`src/rtl/mcproc_pkg.sv`:
```
// Shared types for the multi-cycle processor controller.
//   state_e    : FSM state encoding (also driven out on the state port)
//   wrt_sel_e  : register-file writeback source select
//   pc_sel_e   : next-PC source select
//   op_class_t : instruction classes decoded from op1/op2
//   decode_class() : pure class decode used by mcproc_decode
package mcproc_pkg;

  typedef enum logic [2:0] {
    ST_FETCH  = 3'd0,
    ST_DECODE = 3'd1,
    ST_EXEC   = 3'd2,
    ST_MEM    = 3'd3,
    ST_WB     = 3'd4
  } state_e;

  typedef enum logic [1:0] {
    WSEL_ALU = 2'd0,
    WSEL_MEM = 2'd1,
    WSEL_PC  = 2'd2
  } wrt_sel_e;

  typedef enum logic [1:0] {
    PSEL_SEQ = 2'd0,
    PSEL_BR  = 2'd1,
    PSEL_ALU = 2'd2
  } pc_sel_e;

  typedef struct packed {
    logic br;
    logic sw;
    logic jal;
    logic lw;
    logic cmp;
    logic wrt;
    logic mvhi;
  } op_class_t;

  // Only the low two bits of op2 take part in class decode.
  function automatic op_class_t decode_class(input logic [3:0] op1,
                                             input logic [1:0] op2_lo);
    op_class_t c;
    c.br   = op1[2] & ~op1[0];
    c.sw   = op1[2] &  op1[0];
    c.jal  = op1[1] &  op1[0];
    c.lw   = op1[0] & ~op1[1] & ~op1[2];
    c.cmp  = op1[1] & ~op1[0];
    c.wrt  = ~op1[2];
    c.mvhi = op1[3] & ~op1[1] & op2_lo[1] & op2_lo[0];
    return c;
  endfunction

endpackage

```
`src/rtl/mcproc_decode.sv`:
```
// Combinational instruction-class decode.
//   op1    : primary opcode from the latched IR
//   op2_lo : low two bits of the secondary opcode
//   cls    : decoded class flags (BR/SW/JAL/LW/CMP/WRT/MVHI)
module mcproc_decode
  import mcproc_pkg::*;
(
  input  logic [3:0] op1,
  input  logic [1:0] op2_lo,
  output op_class_t  cls
);

  assign cls = decode_class(op1, op2_lo);

endmodule

```
`src/rtl/mcproc_controller.sv`:
```
// Multi-cycle processor controller: sequences FETCH/DECODE/EXEC/MEM/WB with
// ready-gated instruction and data memory accesses, drives datapath control
// and counts retired instructions.
//   clk, reset_n                 : clock, async active-low reset
//   run                          : permit a new fetch (sampled in FETCH)
//   op1, op2, out_cond           : latched IR opcodes, comparator result
//   imem_ready, dmem_ready       : memory completion handshakes
//   imem_rd_en, ir_wr_en         : instruction fetch request / IR latch
//   dmem_rd_en, dmem_wr_en       : data memory requests (LW / SW)
//   wrt_en_reg, wrt_sel          : register write strobe and source
//   pc_wr_en, pc_sel             : PC update strobe and source
//   use_zero_exe, use_imm_exe    : ALU operand muxing
//   is_mvhi, op_alu, op_cond     : decode outputs to ALU/comparator
//   state, retired               : current state, retired-instruction count
module mcproc_controller
  import mcproc_pkg::*;
#(
  parameter int                     OP_BIT_WIDTH = 4,
  parameter logic [OP_BIT_WIDTH-1:0] OP2_SUB     = OP_BIT_WIDTH'(2),
  parameter int                     RETIRE_BITS  = 32
) (
  input  logic                    clk,
  input  logic                    reset_n,
  input  logic                    run,
  input  logic [OP_BIT_WIDTH-1:0] op1,
  input  logic [OP_BIT_WIDTH-1:0] op2,
  input  logic                    out_cond,
  input  logic                    imem_ready,
  input  logic                    dmem_ready,
  output logic                    imem_rd_en,
  output logic                    ir_wr_en,
  output logic                    dmem_rd_en,
  output logic                    dmem_wr_en,
  output logic                    wrt_en_reg,
  output logic [1:0]              wrt_sel,
  output logic                    pc_wr_en,
  output logic [1:0]              pc_sel,
  output logic                    use_zero_exe,
  output logic                    use_imm_exe,
  output logic                    is_mvhi,
  output logic [OP_BIT_WIDTH-1:0] op_alu,
  output logic [OP_BIT_WIDTH-1:0] op_cond,
  output logic [2:0]              state,
  output logic [RETIRE_BITS-1:0]  retired
);

  state_e                 state_q, state_d;
  logic [RETIRE_BITS-1:0] retired_q, retired_d;
  op_class_t              cls;
  logic                   retire;

  mcproc_decode u_decode (
    .op1    (op1[3:0]),
    .op2_lo (op2[1:0]),
    .cls    (cls)
  );

  // State and counter registers. Async reset abandons any outstanding
  // memory request because every strobe is decoded from state_q.
  // NOTE: sequential state uses non-blocking (<=) so all flops update from
  // pre-edge values; combinational blocks use blocking (=).
  always_ff @(posedge clk or negedge reset_n) begin
    if (!reset_n) begin
      state_q   <= ST_FETCH;
      retired_q <= '0;
    end else begin
      state_q   <= state_d;
      retired_q <= retired_d;
    end
  end

  // Next-state logic.
  always_comb begin
    // NOTE: assigning a default before the case keeps every path driven,
    // so no latch is inferred; it also sends unused encodings to FETCH.
    state_d = ST_FETCH;
    case (state_q)
      ST_FETCH:  state_d = (run & imem_ready) ? ST_DECODE : ST_FETCH;
      ST_DECODE: state_d = ST_EXEC;
      ST_EXEC: begin
        if (cls.br)               state_d = ST_FETCH;
        else if (cls.lw | cls.sw) state_d = ST_MEM;
        else                      state_d = ST_WB;
      end
      ST_MEM: begin
        if (!dmem_ready) state_d = ST_MEM;
        else if (cls.lw) state_d = ST_WB;
        else             state_d = ST_FETCH;
      end
      ST_WB:   state_d = ST_FETCH;
      default: state_d = ST_FETCH;
    endcase
  end

  // Output logic: Moore on state_q plus decode, except the FETCH issue
  // gating and the MEM completion pulse which follow the ready inputs.
  always_comb begin
    imem_rd_en = 1'b0;
    ir_wr_en   = 1'b0;
    dmem_rd_en = 1'b0;
    dmem_wr_en = 1'b0;
    wrt_en_reg = 1'b0;
    wrt_sel    = WSEL_ALU;
    pc_wr_en   = 1'b0;
    pc_sel     = PSEL_SEQ;
    retire     = 1'b0;
    case (state_q)
      ST_FETCH: begin
        imem_rd_en = run;
        ir_wr_en   = run & imem_ready;
      end
      ST_EXEC: begin
        if (cls.br) begin
          pc_wr_en = 1'b1;
          pc_sel   = out_cond ? PSEL_BR : PSEL_SEQ;
          retire   = 1'b1;
        end
      end
      ST_MEM: begin
        dmem_rd_en = cls.lw;
        dmem_wr_en = cls.sw;
        // A store ends here; a load continues to WB for its writeback.
        if (dmem_ready & cls.sw) begin
          pc_wr_en = 1'b1;
          retire   = 1'b1;
        end
      end
      ST_WB: begin
        wrt_en_reg = cls.wrt;
        wrt_sel    = cls.jal ? WSEL_PC : (cls.lw ? WSEL_MEM : WSEL_ALU);
        pc_wr_en   = 1'b1;
        pc_sel     = cls.jal ? PSEL_ALU : PSEL_SEQ;
        retire     = 1'b1;
      end
      default: ;
    endcase
  end

  assign retired_d = retired_q + {{(RETIRE_BITS-1){1'b0}}, retire};

  // Datapath decode: compares and branches both evaluate a subtract.
  assign use_zero_exe = (cls.br & op2[2]) | cls.mvhi;
  assign use_imm_exe  = op1[3] | cls.sw;
  assign is_mvhi      = cls.mvhi;
  assign op_alu       = (cls.cmp | cls.br) ? OP2_SUB : op2;
  assign op_cond      = op2;

  assign state   = state_q;
  assign retired = retired_q;

endmodule

```
`config.mk`:
```
export PLATFORM = sky130hd
export DESIGN_NAME = mcproc_controller
export DESIGN_NICKNAME = d
export VERILOG_FILES = /design/src/rtl/mcproc_pkg.sv /design/src/rtl/mcproc_decode.sv /design/src/rtl/mcproc_controller.sv
export SDC_FILE = /design/constraint.sdc
export NUM_CORES = 1
export LEC_CHECK = 0
export CORE_AREA = 2 2 66 68
export CTS_BUF_LIST = sky130_fd_sc_hd__clkbuf_4 sky130_fd_sc_hd__clkbuf_8
export DETAILED_ROUTE_END_ITERATION = 10
export DIE_AREA = 0 0 68 70
export PLACE_DENSITY = 0.81
export SLEW_MARGIN = 25
export SYNTH_ARGS = -nofsm -noshare
export SYNTH_HDL_FRONTEND = slang
export SYNTH_SLANG_ARGS = --single-unit
```
`constraint.sdc`:
```
create_clock -name clk -period 3 [get_ports clk]
set_input_delay 0.9 -clock clk [delete_from_list [all_inputs] [get_ports clk]]
set_output_delay 0.9 -clock clk [all_outputs]
set_load 0.1 [all_outputs]
```
==> flow_metrics.py, run 1 <==
metrics = {
    "outcome": {
        "status": "complete, no violations",
    },
    "route": {
        "drc": 0,
        "avgRoutedWirePerCell_um": 14.9,
        "drt_iter0_markers": 85,
        "vias": 1607,
        "postRouteAntennaNets": 0,
        "via_per_inst": 5.17,
        "wl_um": 4630,
        "drtPass1Iterations": 5,
    },
    "logic_synthesis": {
        "ys_types": 31,
        "synth_top_family_by_area": "simple AND/OR/NAND/NOR gates",
        "synthMuxAreaShare": 0.00567,
        "synthSimpleGateAreaFrac": 0.267,
        "synth_seq_cells": 35,
        "postSynthCellCount": 169,
        "seq_area_frac_synth": 0.496,
        "synthXorXnorAreaFrac": 0.149,
        "yosysWarnings": 0,
        "synth_compound_area_frac": 0.0333,
        "syn_area_sq_mm": 0.00176,
        "syn_area_per_cell_sq_um": 10.4,
        "synth-adder-area-share": 0.0142,
        "syn-num-nets": 185,
    },
    "setup_path": {
        "crit_arrival_ns": 2.02,
        "reg2reg_from": "state[1]$_DFF_PN0_",
        "cp_max_fo": 3,
        "crit_slowest_cell": "clkdlybuf4s50_1",
        "r2r_end": "retired[30]$_DFF_PN0_",
        "reg2reg_setup_slack_ns": 0.60,
        "required_ns": 2.10,
        "worstSetupStartpoint": "op1[1]",
        "slowest_delay_ns": 0.49,
        "critPathKind": "primary input to primary output",
        "critPathCaptureType": "primary output",
        "crit_chain": "clkdlybuf4s50_1 > inv_1 > and4_2 > a31o_4 > buf_12",
        "reg2regPathDepth": 10,
        "crit_path_start_kind": "primary input",
    },
    "sta": {
        "fin_hold_ws_ns": 0.486,
        "setup_tns_ns": 0,
        "period_minus_slack_ns": 2.92,
        "fin_crit_sh": 0.972,
        "hold_violations": 0,
        "maxSlewHeadroom": 0.651,
        "tightest_slew_ns": 0.519,
        "finalMaxSlewViolations": 0,
        "skew_ns": 0.00659,
        "clock.fmax_mhz": 343,
        "setup_violations": 0,
        "rsz0062_at_grt": "false",
    },
    "global_routing": {
        "grt_max_degree": 36,
        "grt_pass1_wl_um": 7440,
        "grt_overflow": 0,
        "grt_usage": 0.207,
        "grt_pass1_vias": 1604,
        "grt_antenna_before_repair": 0,
    },
    "cts": {
        "clk_latency_ns": 0.29,
        "clkSinkCount": 35,
        "cts_tree": "built",
        "cts_setup_buffers": 0,
        "htreeDepth": 2,
        "cts.path.max_buffers": 2,
        "cts_buffers": 5,
        "clk_pin_slew_ns": 0.07,
        "root_buffer": "clkbuf_8",
    },
    "placed_design": {
        "postPlaceCellArea_sq_mm": 0.00287,
        "place_hpwl_um": 3720,
        "dpl.cell_count": 303,
        "io_buffers": 69,
        "gp_routability_congestion": 0.762,
    },
    "die": {
        "start_util": 0.426,
        "design.core.area_sq_mm": 0.00414,
        "num_rows": 24,
        "dieArea_sq_mm": 0.00476,
        "dieWidth_um": 68,
        "ios": 70,
        "die_h_um": 70,
    },
    "worst_hold_path": {
        "worstHoldStart": "retired[31]$_DFF_PN0_",
        "hold_path.class": "flop to flop",
        "hold_end": "retired[31]$_DFF_PN0_",
        "hold_depth": 1,
    },
    "power_and_ir_drop": {
        "ir_drop_mv": 0.775,
        "pwr_density_cell_mw_per_mm2": 620,
        "p_leak_nw": 1.39,
    },
    "finish": {
        "fillers": 286,
        "drive_gt1_frac": 0.421,
        "area_delta_synth_final_pct": 67.7,
        "stdcell_area_sq_mm": 0.00296,
        "nets": 274,
        "antenna_cells": 0,
        "fin_cells": 311,
        "fin_util": 0.714,
    },
    "flow_run": {
        "drv_cap": 0,
    },
}
[cell usage in the layout (no fill, tap or decap), types with 3 or more instances in the layout]
cell	count
xnor2_1	24
buf_12	21
nor3_1	4
buf_4	55
and3_1	4
nor3_4	3
dfrtp_1	32
and2_2	3
xor2_1	6
clkbuf_8	5
nor2_1	7
inv_1	4
nand4_1	12
nand2_1	10
nand3_1	16
clkdlybuf4s50_1	11
nor2_2	4
[power by group]
| group | leakage (nW) | internal [mW] | switching [mW] |
|---|---|---|---|
| clock network | 0.0491 | 0.181 | 0.163 |
| logic | 0.870 | 0.257 | 0.634 |
| registers | 0.470 | 0.521 | 0.0799 |
| total | 1.39 | 0.959 | 0.876 |
[cell usage after synthesis, drive strengths merged]
master | number | area, sq um
o21ai | 3 | 15.0
nor2 | 11 | 41.3
nor3 | 7 | 35.0
xor2 | 6 | 52.6
nand2 | 11 | 41.3
buf | 5 | 35.0
xnor2 | 24 | 210
a22o | 1 | 8.76
ha | 2 | 25.0
mux2i | 1 | 10.0
nand3 | 17 | 97.6
nor4 | 4 | 55.1
nor2b | 1 | 6.26
nand4 | 12 | 75.1
a21o | 2 | 15.0
a31oi | 1 | 6.26
inv | 4 | 15.0
a31o | 1 | 8.76
nand3b | 1 | 7.51
and2 | 6 | 37.5
clkbuf | 3 | 11.3
nand2b | 2 | 12.5
and4 | 3 | 27.5
a21oi | 1 | 5.00
and3 | 4 | 25.0
dfrtp | 35 | 876
nor4b | 1 | 8.76
[worst max path at each step]
stage	end	slack [ns]	cells after the start
after global placement	retired[30]$_DFF_PN0_	-0.12	12
after floorplan	ir_wr_en	-0.37	2
after global routing	retired[16]$_DFF_PN0_	0.02	12
after CTS	use_zero_exe	0.08	5
final	use_zero_exe	0.08	5
after detailed placement	retired[30]$_DFF_PN0_	-0.22	12
[cells by family (layout without fill, tap and decap cells)]
| group | Yosys count | in the layout |
|---|---|---|
| AND/OR/NAND/NOR | 80 | 80 |
| adder cells (fa/ha/maj) | 2 | 2 |
| buffers and inverters | 12 | 102 |
| XOR/XNOR | 30 | 30 |
| AO/OA/AOI/OAI | 9 | 9 |
| multiplexers | 1 | 1 |
| flip-flops | 35 | 35 |
[layout make-up]
cell class                      instances  area (sq um)  area share
Timing Repair Buffer                   90           972       0.329
Multi-Input combinational cell        122           935       0.316
Sequential cell                        35           882       0.298
Clock buffer                            7          83.8      0.0283
Tap cell                               52          65.1      0.0220
Inverter                                4          15.0     0.00508
Clock inverter                          1          5.00     0.00169
[critical path: cells and delay by family]
| family | cells | cell delay, ns |
|---|---|---|
| buf+inv | 3 | 0.71 |
| compound gates | 1 | 0.21 |
| simple gates | 1 | 0.19 |
[routing by layer]
layer,track usage,vias to the layer above,wire [um]
li1,-,770,-
met1,0.234,768,1840
met2,0.355,60,2380
met5,0,-,0
met4,0.0689,0,74
met3,0.0741,9,332
[repair_timing]
| item | 4_1_cts | 5_1_grt |
|---|---|---|
| resized for setup | 3 | 0 |
| setup endpoints to repair | 11 | 0 |
| hold endpoints to repair | 0 | 0 |
| hold buffers | 0 | 0 |
[sequential cells by signal, summed over array words and instances (netlist names)]
signal / cells
state: 3
retired: 32
[per-stage QoR]
stage | power, mW | worst slack [ns]
floorplan | 1.24 | -0.374
global placement | 1.49 | -0.122
detailed placement | 1.51 | -0.216
CTS | 1.85 | 0.0809
global route | 1.91 | 0.0216
finish | 1.83 | 0.0836
(Power assumes the default switching activity.)
==> run 2, diff against run 1 <==
--- a/config.mk
+++ b/config.mk
@@ -10,6 +10,7 @@
 export DETAILED_ROUTE_END_ITERATION = 10
 export DIE_AREA = 0 0 68 70
 export PLACE_DENSITY = 0.81
+export RECOVER_POWER = 25
 export SLEW_MARGIN = 25
 export SYNTH_ARGS = -nofsm -noshare
 export SYNTH_HDL_FRONTEND = slang
==> run 2 against run 1 <==
Compared with the run above: core utilization is 0.060 points lower; total power barely moved; non-clock buffer count is the same; hold slack is the same; design area hardly changed; sequential share of layout area hardly changed; worst setup slack did not move; via count did not move; count of clock-buffer cells in the layout stayed put; sequential power hardly changed; register-to-register slack hardly changed; fmax stayed put; critical endpoint unchanged; largest cell class unchanged; largest power group unchanged.
==> flow_metrics.py, run 2 (synthesis results as in run 1) <==
metrics = {
    "sta": {
        "tightest_slew_ns": 0.843,
        "hold_violations": 0,
        "finalMaxSlewViolations": 0,
        "clock.fmax_mhz": 343,
        "fin_hold_ws_ns": 0.486,
        "skew_ns": 0.00659,
        "maxSlewHeadroom": 0.438,
        "rsz0062_at_grt": "false",
        "setup_violations": 0,
        "fin_crit_sh": 0.972,
        "layout_setup_ws_ns": 0.0836,
        "period_minus_slack_ns": 2.92,
    },
    "route": {
        "wl_um": 4630,
        "drtPass1Iterations": 5,
        "via_per_inst": 5.17,
        "drt_iter0_markers": 85,
        "postRouteAntennaNets": 0,
        "drc": 0,
        "vias": 1607,
        "avgRoutedWirePerCell_um": 14.9,
    },
    "die": {
        "design.core.area_sq_mm": 0.00414,
        "start_util": 0.426,
        "ios": 70,
        "num_rows": 24,
        "die_h_um": 70,
        "dieArea_sq_mm": 0.00476,
        "dieWidth_um": 68,
    },
    "power_and_ir_drop": {
        "switching_share": 0.478,
        "p_sw_mw": 0.876,
        "p_clk_frac": 0.187,
        "p_leak_nw": 1.39,
        "pwr_density_cell_mw_per_mm2": 621,
        "p_int_mw": 0.958,
        "comb_power_share": 0.485,
        "power_frac_seq": 0.327,
        "ir_drop_mv": 0.775,
    },
    "cts": {
        "cts_tree": "built",
        "clk_latency_ns": 0.29,
        "htreeDepth": 2,
        "cts-resized-gates": 3,
        "cts_setup_buffers": 0,
        "cts_buffers": 5,
        "cts.path.max_buffers": 2,
        "clkSinkCount": 35,
        "root_buffer": "clkbuf_8",
        "clk_pin_slew_ns": 0.07,
        "cts_hold_buf": 0,
    },
    "placed_design": {
        "gp_routability_congestion": 0.762,
        "place_hpwl_um": 3720,
        "place_ws_ns": -0.216,
        "io_buffers": 69,
    },
    "finish": {
        "largest_reg_flops": 32,
        "mostFrequentLayoutCells": "54 x buf_4, 32 x dfrtp_1, 24 x xnor2_1",
        "final_common_cell": "buf_4",
        "area_delta_synth_final_pct": 67.5,
        "nets": 274,
        "fin_util": 0.713,
        "drive_gt1_frac": 0.421,
        "antenna_cells": 0,
    },
    "global_routing": {
        "grt_pass1_wl_um": 7440,
        "grt_max_degree": 36,
        "grt_usage": 0.207,
        "grt_overflow": 0,
        "grt_antenna_before_repair": 0,
        "grt_pass1_vias": 1604,
    },
    "setup_path": {
        "crit_slowest_cell": "clkdlybuf4s50_1",
        "cp_max_fo": 3,
        "critPathCaptureType": "primary output",
        "slowest_delay_ns": 0.49,
        "crit_chain": "clkdlybuf4s50_1 > inv_1 > and4_2 > a31o_4 > buf_12",
        "crit_path_start_kind": "primary input",
        "required_ns": 2.10,
        "critPathKind": "primary input to primary output",
        "crit_arrival_ns": 2.02,
    },
    "flow_run": {
        "drv_cap": 0,
    },
    "worst_hold_path": {
        "hold_path.class": "flop to flop",
    },
    "outcome": {
        "status": "complete, no violations",
    },
}
## run 2: cell types whose count changed in the layout (fill, tap and decap cells not counted)
cell,delta
clkbuf_2,+1
clkdlybuf4s50_1,-1
dlygate4sd3_1,+1
buf_4,-1
## run 2: final cells by class
cell class / count / area (sq um)
Fill cell: 287 / 1190
Timing Repair Buffer: 90 / 970
Multi-Input combinational cell: 122 / 935
Sequential cell: 35 / 882
Clock buffer: 7 / 83.8
Tap cell: 52 / 65.1
Inverter: 4 / 15.0
Clock inverter: 1 / 5.00
## run 2: power by group through the flow
| stage | Clock, mW | Sequential, mW | Combinational, mW |
|---|---|---|---|
| floorplan | 0 | 0.898 | 0.337 |
| global placement | 0 | 0.610 | 0.884 |
| detailed placement | 0 | 0.608 | 0.898 |
| CTS | 0.349 | 0.600 | 0.898 |
| global route | 0.376 | 0.607 | 0.923 |
| finish | 0.343 | 0.601 | 0.890 |
## run 2: layer usage
metal | GRT usage | routed length (um) | vias to the layer above
li1 | - | - | 770
met1 | 0.234 | 1840 | 768
met2 | 0.355 | 2380 | 60
met3 | 0.0741 | 332 | 9
met4 | 0.0689 | 74 | 0
met5 | 0 | 0 | -
## run 2: final timing paths
path / start / endpoint / slack, ns / depth (start not counted)
max in group asynchronous: reset_n / state[0]$_DFF_PN0_ / 1.13 / 2
min in group asynchronous: reset_n / retired[21]$_DFF_PN0_ / 1.25 / 2
setup reg to reg: state[1]$_DFF_PN0_ / retired[30]$_DFF_PN0_ / 0.60 / 10
hold reg to reg: retired[31]$_DFF_PN0_ / retired[31]$_DFF_PN0_ / 0.49 / 1
setup / recovery: op1[1] / use_zero_exe / 0.08 / 5
hold / removal: retired[31]$_DFF_PN0_ / retired[31]$_DFF_PN0_ / 0.49 / 1
## run 2: worst max-delay path, delay by kind of cell
family	cells	cell delay (ns)
AOI/OAI and AO/OA	1	0.21
buffers and inverters	3	0.71
and+or+nand+nor	1	0.19
## run 2: per-stage QoR
stage / TNS (ns) / instance area, sq um / instances / power [mW]
floorplan: -0.822 / 1910 / 169 / 1.24
global placement: -1.78 / 2870 / 303 / 1.49
detailed placement: -3.39 / 2870 / 303 / 1.51
CTS: 0 / 2960 / 311 / 1.85
global route: 0 / 2960 / 311 / 1.91
finish: 0 / 2960 / 311 / 1.83
==> run 3, diff against run 2 <==
--- a/config.mk
+++ b/config.mk
@@ -5,11 +5,13 @@
 export SDC_FILE = /design/constraint.sdc
 export NUM_CORES = 1
 export LEC_CHECK = 0
-export CORE_AREA = 2 2 66 68
+export ABC_AREA = 1
+export CAP_MARGIN = 5
+export CORE_AREA = 2 2 70 72
 export CTS_BUF_LIST = sky130_fd_sc_hd__clkbuf_4 sky130_fd_sc_hd__clkbuf_8
 export DETAILED_ROUTE_END_ITERATION = 10
-export DIE_AREA = 0 0 68 70
-export PLACE_DENSITY = 0.81
+export DIE_AREA = 0 0 72 74
+export PLACE_DENSITY = 0.79
 export RECOVER_POWER = 25
 export SLEW_MARGIN = 25
 export SYNTH_ARGS = -nofsm -noshare
==> run 3 against run 2 <==
Compared with the run above: highest routed layer unchanged; hold slack gained 0.021 ns; worst setup slack gained 0.0038 ns; fmax grew 0.13%; die area grew 12%; via count grew 26%; critical path type unchanged; largest power group unchanged; design area grew 9.0%; first-iteration DRC count grew 40%.
==> flow_metrics.py, run 3 <==
metrics = {
    "placed_design": {
        "gp_routability_congestion": 0.892,
        "place_hpwl_um": 4460,
        "dpl.cell_count": 407,
        "postPlaceCellArea_sq_mm": 0.00308,
        "io_buffers": 69,
    },
    "sta": {
        "clock.fmax_mhz": 343,
        "skew_ns": 0.00454,
        "setup_tns_ns": 0,
        "fin_hold_ws_ns": 0.506,
        "tightest_slew_ns": 0.869,
        "rsz0062_at_grt": "false",
        "period_minus_slack_ns": 2.91,
        "maxSlewHeadroom": 0.420,
        "hold_violations": 0,
        "finalMaxSlewViolations": 0,
        "fin_crit_sh": 0.971,
        "setup_violations": 0,
    },
    "setup_path": {
        "reg2reg_setup_slack_ns": 0.48,
        "cp_max_fo": 4,
        "worstSetupStartpoint": "op1[0]",
        "crit_slowest_cell": "dlygate4sd2_1",
        "critPathCaptureType": "primary output",
        "cp.depth": 7,
        "crit_end": "pc_wr_en",
        "crit_arrival_ns": 2.01,
        "required_ns": 2.10,
        "critical-path-top-delay-family": "buffers and inverters",
        "critPathKind": "primary input to primary output",
        "reg2reg_from": "state[2]$_DFF_PN0_",
        "reg2regPathDepth": 16,
        "path_buf_inv": 5,
        "crit_chain": "dlygate4sd2_1 > buf_6 > nor2_4 > inv_2 > o211ai_1 > buf_4 > buf_12",
        "slowest_delay_ns": 0.27,
        "crit_path_start_kind": "primary input",
        "r2r_end": "retired[26]$_DFF_PN0_",
    },
    "global_routing": {
        "grt_pass1_vias": 1992,
        "grt_usage": 0.230,
        "grt_pass1_wl_um": 9460,
        "grt_max_degree": 36,
        "grt_antenna_before_repair": 0,
        "grt_overflow": 0,
    },
    "logic_synthesis": {
        "synth_edf_count": 0,
        "synth.top_cells.by_count": "102 x nand2_1, 43 x nor2_1, 35 x dfrtp_1",
        "synth_area_leaders": "dfrtp_1 43%, nand2_1 19%, nor2_1 7.9%, inv_1 5.5%, xor2_1 4.7%",
        "ys_types": 20,
        "postSynthCellCount": 276,
        "syn_area_per_cell_sq_um": 7.43,
        "syn_area_sq_mm": 0.00205,
        "synth_seq_cells": 35,
        "synth_flop_cell": "dfrtp_1",
        "yosysTopAreaCellShare": 0.427,
        "seq_area_frac_synth": 0.427,
        "synth_top_area_cell": "dfrtp_1",
        "synthArstFlopShare": 1.00,
        "syn-num-nets": 292,
        "post-synth-top-count-cell": "nand2_1",
        "yosysWarnings": 0,
    },
    "finish": {
        "drive_gt1_frac": 0.332,
        "antenna_cells": 0,
        "stdcell_area_sq_mm": 0.00322,
        "final_common_cell": "nand2_1",
        "fillers": 367,
        "largest_reg_flops": 32,
        "mostFrequentLayoutCells": "100 x nand2_1, 48 x buf_4, 32 x nor2_1, 32 x dfrtp_1, 26 x inv_1",
        "area_delta_synth_final_pct": 57.1,
        "nets": 380,
        "fin_cells": 419,
    },
    "outcome": {
        "status": "complete, no violations",
    },
    "route": {
        "drc": 0,
        "wl_um": 5650,
        "postRouteAntennaNets": 0,
        "drtPass1Iterations": 4,
        "via_per_inst": 4.84,
        "avgRoutedWirePerCell_um": 13.5,
        "vias": 2030,
        "drt_iter0_markers": 119,
    },
    "power_and_ir_drop": {
        "pwr_density_cell_mw_per_mm2": 562,
        "finalPower_mw": 1.81,
        "p_leak_nw": 1.54,
        "ir_drop_mv": 0.374,
    },
    "cts": {
        "cts_hold_buf": 0,
        "htreeDepth": 2,
        "root_buffer": "clkbuf_8",
        "cts.path.max_buffers": 2,
        "clkSinkCount": 35,
        "clk_pin_slew_ns": 0.07,
        "clk_latency_ns": 0.29,
        "cts_tree": "built",
        "cts_buffers": 5,
    },
    "die": {
        "die_h_um": 74,
        "dieWidth_um": 72,
        "start_util": 0.446,
        "dieArea_sq_mm": 0.00533,
        "num_rows": 25,
        "design.core.area_sq_mm": 0.00460,
        "ios": 70,
    },
    "flow_run": {
        "drv_cap": 0,
    },
    "worst_hold_path": {
        "hold_path.class": "flop to flop",
    },
}
[run 3: changes by cell type after synthesis, moves of 5 or more]
cell,before,now
xor2_1,6,11
nand3_1,16,10
nor3_1,7,0
xnor2_1,24,4
nand4_1,12,1
nor2_1,11,43
nor2_2,0,5
nor2_4,0,8
inv_1,4,30
and2_1,6,0
nand2_1,11,102
nand3b_1,1,8
[run 3: how the worst min path moves through the flow]
stage	startpoint	to	slack, ns	cells after the start
2_1_floorplan	reset_n	retired[0]$_DFF_PN0_	0.60	0
3_3_place_gp	retired[31]$_DFF_PN0_	retired[31]$_DFF_PN0_	0.48	2
3_5_place_dp	retired[0]$_DFF_PN0_	retired[0]$_DFF_PN0_	0.49	1
4_1_cts	retired[0]$_DFF_PN0_	retired[0]$_DFF_PN0_	0.51	1
5_1_grt	retired[0]$_DFF_PN0_	retired[0]$_DFF_PN0_	0.53	1
6_report	retired[0]$_DFF_PN0_	retired[0]$_DFF_PN0_	0.51	1
[run 3: worst register-to-register path, stage by stage, from the launching register on]
cell      delay (ns)
dfrtp_2         0.45
inv_1           0.11
nand3_1         0.21
nor2_4          0.17
nand2_1         0.07
o211ai_1        0.13
buf_4           0.15
buf_4           0.09
ha_1            0.20
ha_4            0.15
nand2_2         0.06
nor2_4          0.17
nand2_4         0.12
nor2_4          0.17
nand2_1         0.07
nand2_1         0.06
nand2_1         0.05
[run 3: power by group]
| part | total (mW) | switching [mW] | internal [mW] |
|---|---|---|---|
| combinational | 0.859 | 0.632 | 0.227 |
| sequential | 0.570 | 0.0528 | 0.517 |
| clock | 0.381 | 0.163 | 0.218 |
[run 3: cells by family after synthesis]
family / share of synthesized area
DFF: 0.427
AOI/OAI and AO/OA: 0.0220
and+or+nand+nor: 0.405
xor gates and xnor gates: 0.0641
adders and majority gates: 0.0122
buffers and inverters: 0.0696
[run 3: metrics by stage]
step | utilization | setup WS, ns
after CTS | 0.699 | 0.0648
after floorplan | - | -0.936
final | 0.700 | 0.0873
after global routing | 0.700 | 0.0206
after detailed placement | 0.670 | -0.173
after global placement | 0.670 | -0.137
[run 3: cell type report]
cell class	instances	area [sq um]	area share
Multi-Input combinational cell	207	1100	0.343
Clock buffer	8	104	0.0322
Inverter	30	129	0.0400
Tap cell	54	67.6	0.0210
Sequential cell	35	880	0.273
Timing Repair Buffer	85	936	0.291
[run 3: metal layers]
| metal | up-vias | global-route usage | routed length [um] |
|---|---|---|---|
| met4 | 0 | 0.0671 | 108 |
| li1 | 1021 | - | - |
| met1 | 939 | 0.284 | 2350 |
| met2 | 59 | 0.410 | 2930 |
| met5 | - | 0 | 0 |
| met3 | 11 | 0.0447 | 262 |
[run 3: what timing repair did]
action | CTS | global route
setup endpoints to repair | 6 | 7
buffers inserted | 4 | 0
pin swaps | 2 | 2
resized for setup | 3 | 3
